<file path="config.mk">
export PLATFORM = sky130hd
export DESIGN_NAME = inst_fetch_unit
export DESIGN_NICKNAME = d
export VERILOG_FILES = /design/src/rtl/inst_fetch_unit.sv
export SDC_FILE = /design/constraint.sdc
export NUM_CORES = 1
export LEC_CHECK = 0
export ABC_CLOCK_PERIOD_IN_PS = 3100
export BUFFER_PORTS_ARGS = -buffer_cell sky130_fd_sc_hd__buf_4
export CORE_MARGIN = 5
export CORE_UTILIZATION = 51
export DETAILED_ROUTE_END_ITERATION = 12
export PLACE_DENSITY = 0.75
export SYNTH_ARGS = -nofsm -noshare
export SYNTH_HDL_FRONTEND = slang
export SYNTH_SLANG_ARGS = --single-unit
export TNS_END_PERCENT = 20
</file>
<file path="constraint.sdc">
create_clock -name clk -period 3.1 [get_ports clk]
set_clock_uncertainty 0.1 [all_clocks]
set_input_delay 0.465 -clock clk [delete_from_list [all_inputs] [get_ports clk]]
set_output_delay 0.465 -clock clk [all_outputs]
set_load 0.05 [all_outputs]
</file>
<file path="src/rtl/inst_fetch_unit.sv">
// Instruction fetch unit: owns the PC, reads a combinational instruction memory and
// buffers {pc, instr} pairs in a small prefetch FIFO that feeds decode.
module inst_fetch_unit #(
   parameter int               FIFO_DEPTH = 4,
   parameter int               ADDR_W     = 8,
   parameter int               DATA_W     = 32,
   parameter logic [ADDR_W-1:0] RESET_PC  = '0
) (
   input  logic                          clk,
   input  logic                          rst_n,
   input  logic                          fetch_en,
   output logic [ADDR_W-1:0]             imem_addr,
   input  logic [DATA_W-1:0]             imem_instr,
   input  logic                          redirect_valid,
   input  logic [ADDR_W-1:0]             redirect_pc,
   output logic                          if_valid,
   input  logic                          if_ready,
   output logic [DATA_W-1:0]             if_instr,
   output logic [ADDR_W-1:0]             if_pc,
   output logic [$clog2(FIFO_DEPTH):0]   fifo_count
);

   localparam int PTR_W = $clog2(FIFO_DEPTH);
   localparam int CNT_W = PTR_W + 1;
   localparam logic [CNT_W-1:0] DEPTH_C = CNT_W'(FIFO_DEPTH);

   logic [ADDR_W-1:0] pc;
   logic [DATA_W-1:0] instr_mem [FIFO_DEPTH];
   logic [ADDR_W-1:0] pc_mem    [FIFO_DEPTH];
   logic [PTR_W-1:0]  rd_ptr;
   logic [PTR_W-1:0]  wr_ptr;
   logic [CNT_W-1:0]  count;
   logic              push;
   logic              pop;

   // Handshake: the head entry transfers on any edge where if_valid and if_ready are both 1;
   // if_valid never depends on if_ready, and the head stays stable until it is taken.
   assign pop  = if_valid & if_ready;
   assign push = fetch_en & ~redirect_valid & ((count < DEPTH_C) | pop);

   assign imem_addr  = pc;
   assign fifo_count = count;
   assign if_valid   = (count != '0);
   assign if_instr   = if_valid ? instr_mem[rd_ptr] : '0;
   assign if_pc      = if_valid ? pc_mem[rd_ptr]    : '0;

   always_ff @(posedge clk) begin
      if (!rst_n) begin
         pc     <= RESET_PC;
         rd_ptr <= '0;
         wr_ptr <= '0;
         count  <= '0;
      end else if (redirect_valid) begin
         // Flush wins over any push/pop this cycle; the target is word-aligned silently.
         pc     <= redirect_pc & ~ADDR_W'(3);
         rd_ptr <= '0;
         wr_ptr <= '0;
         count  <= '0;
      end else begin
         if (push) begin
            wr_ptr <= wr_ptr + PTR_W'(1);
            pc     <= pc + ADDR_W'(4);
         end
         if (pop) begin
            rd_ptr <= rd_ptr + PTR_W'(1);
         end
         case ({push, pop})
            2'b10:   count <= count + CNT_W'(1);
            2'b01:   count <= count - CNT_W'(1);
            default: count <= count;
         endcase
      end
   end

   // Storage needs no reset: entries are only visible through a valid pointer window.
   always_ff @(posedge clk) begin
      if (push) begin
         instr_mem[wr_ptr] <= imem_instr;
         pc_mem[wr_ptr]    <= pc;
      end
   end

endmodule

</file>
==> flow_summary.yaml <==
run_status:
  outcome: "finished, final reports clean"
clock_network:
  clock_path_buffers: 2
  clk_pin_slew_ps: 60
  cts_max_level: 4
  tritoncts: "yes"
  clk_latency_ps: 410
  postCtsHoldBufs: 0
  post_cts_resized: 0
  clock_sinks: 167
  clock-root-buffer: "clkbuf_16"
  cts_made_buffers: 17
  postCtsSetupBuffers: 0
logic_synthesis:
  netlist_area_mm2: 0.006601
  yosys.area.top_type: "edfxtp_1"
  synth_compound_area_frac: 0.02464
  async_reset_ff_frac: 0
  synth_area_leaders: "edfxtp_1 (69%), mux4_2 (13%), dfxtp_1 (4.5%)"
  synth_mux_area_frac: 0.1296
  synth_ff_type: "edfxtp_1"
  yosysTopAreaCellShare: 0.6914
  synthMostInstantiatedCell: "edfxtp_1"
  synth.avg_cell_area_um2: 19.19
  syn_inst: 344
  synth.distinct_cells: 35
  synth.yosys.seq_area_share: 0.7369
  ys_ff_latch: 167
  synth_adder_area_share: 0.01440
  synth-simple-area-share: 0.06141
  synth_xor_area_frac: 0.005307
  ys_warn_count: 0
  synth-edff-count: 152
  netlist_top_cells_count: "edfxtp_1 (152), mux4_2 (38), nor2b_1 (29)"
  synth_top_family_by_area: "multiplexers"
floorplanning:
  die_area_mm2: 0.01532
  core_area_mm2: 0.01267
  ios: 97
  die_h_um: 123.8
  fp-row-count: 41
  initial_core_util: 0.5210
  die-width_um: 123.8
route:
  wl_met3_um: 676
  drt_wl_total_um: 11830
  dr.max_layer_used: "met4"
  first_iter_violations: 239
  drc: 0
  drtPass1Iterations: 4
  drt-met1-wl_um: 5073
  viasPerCell: 5.377
  wl_per_cell_um: 18.75
  via_count: 3393
  met2_length_um: 5864
  final_antenna_net_count: 0
pwr:
  p_total_uw: 4883
  cellPowerDensity_mw_per_mm2: 601.2
  p_leak_uw: 0.002814
  ir_drop_uv: 329.4
final_layout:
  area_growth_pct: 23.03
  antenna_cells: 0
  drive_above_1_share: 0.3725
  fin_area_mm2: 0.008122
  nets: 498
  ff_latch_area_mm2: 0.004870
  fillers: 910
  multiInputGateArea_mm2: 0.001605
critical_path:
  critical_path_class: "reg2out"
  slowest_delay_ps: 590
  crit_chain: "buf_12, mux4_2, nor2b_1, buf_4"
  slowest_stage: "dfxtp_4"
  critPathMaxFanout: 22
  end_kind: "output port"
  cp-start-kind: "flop"
  cp.arrival_ps: 2200
  cp.required_ps: 2530
timing:
  min_period_over_period: 0.8908
  fin_ws_ps: 338.5
  setup_viol: 0
  hold_violations: 0
  max_slew_margin: 0.6414
  rsz0062_at_grt: "no"
  slew_violations: 0
  post-route-min-period_ps: 2761
  fmax_ghz: 0.3621
  tightest_slew_ps: 538.0
place:
  gp_congestion: 0.8003
  numPortBuffers: 90
  dp_worst_setup_slack_ps: 615.5
  dp_hpwl_um: 7003
  dpl_cell_area_mm2: 0.007552
global_route:
  grt_pass1_wl_um: 18720
  grt_pass1_vias: 3564
  overflow: 0
  antenna_found_initial: 0
  grt_use_total: 0.1677
  grt_max_degree: 40
job:
  cap_violations: 0
worst_hold_path:
  hp-class: "in2reg"
==> worst max-delay path: cells and delay by family, from the launching register on <==
family | cells | cell delay, ps
buffers and inverters | 2 | 480
flip-flops | 1 | 590
multiplexers | 1 | 540
AND/OR/NAND/NOR | 1 | 160
==> layout by cell type, fill, tap and decap left out, types with 2 or more instances in the layout <==
cell type,synthesis,routed
a21oi_1,4,4
a31oi_1,5,5
and2b_1,9,9
buf_12,0,5
buf_4,5,94
bufinv_16,0,3
clkbuf_1,6,2
clkbuf_16,0,17
clkinv_1,0,5
clkinv_2,0,4
conb_1,1,4
dfxtp_1,15,13
edfxtp_1,152,152
ha_1,6,6
inv_1,15,15
mux4_2,38,38
nand2_1,3,3
nand2b_1,2,2
nand3_1,4,4
nand4_1,3,3
nor2_1,10,6
nor2_4,0,4
nor2b_1,29,29
o21ai_0,9,9
o31ai_1,3,3
or4_1,2,2
xor2_1,4,4
==> sequential cells by signal, summed over array words and instances, names as in the netlist, named ones only <==
register    flops
wr_ptr          2
pc_mem         24
instr_mem     128
rd_ptr          2
fifo_count      3
imem_addr       6
==> report_power, final <==
group | internal, uW | switching, uW | total [uW]
combinational | 130 | 208 | 338
sequential | 2500 | 24.6 | 2530
clock | 1240 | 775 | 2020
==> stage by stage <==
step / setup TNS, ps / cells / hold slack (ps) / utilization
after floorplan: -8773 / 347 / 383.7 / -
after global placement: 0 / 599 / 397.3 / 0.5960
after detailed placement: 0 / 599 / 415.6 / 0.5960
final: 0 / 631 / 147.1 / 0.6410
after global routing: 0 / 631 / 127.2 / 0.6410
after CTS: 0 / 631 / 126.8 / 0.6410
==> final cells by class <==
type / instances / area share
sequential: 167 / 0.5996
multi-input combinational: 146 / 0.1977
timing repair buffer: 99 / 0.09921
clock buffer: 19 / 0.05330
tap: 172 / 0.02650
clock inverter: 13 / 0.01679
inverter: 15 / 0.006933
==> final timing paths <==
check,start,endpoint,slack (ps),depth (start not counted)
worst max-delay path,flop,if_pc[2],340,4
worst min-delay path,imem_instr[23],instr_mem[3][23],150,1
worst max register to register,fifo_count[2],fifo_count[2],730,8
worst min register to register,rd_ptr[1],flop,430,2
==> metal layers <==
| layer | up-vias | track usage |
|---|---|---|
| met4 | 0 | 0.06990 |
| met3 | 19 | 0.05132 |
| met5 | - | 0 |
| li1 | 1549 | - |
| met2 | 93 | 0.2660 |
| met1 | 1732 | 0.2168 |
==> kinds of logic after synthesis <==
family	count (synthesis)
flops	167
mux	38
compound gates	26
simple gates	67
buf+inv	34
xor+xnor	4
other cells	1
fa+ha+maj	7
No activity file was read; power rests on OpenSTA's default activity.
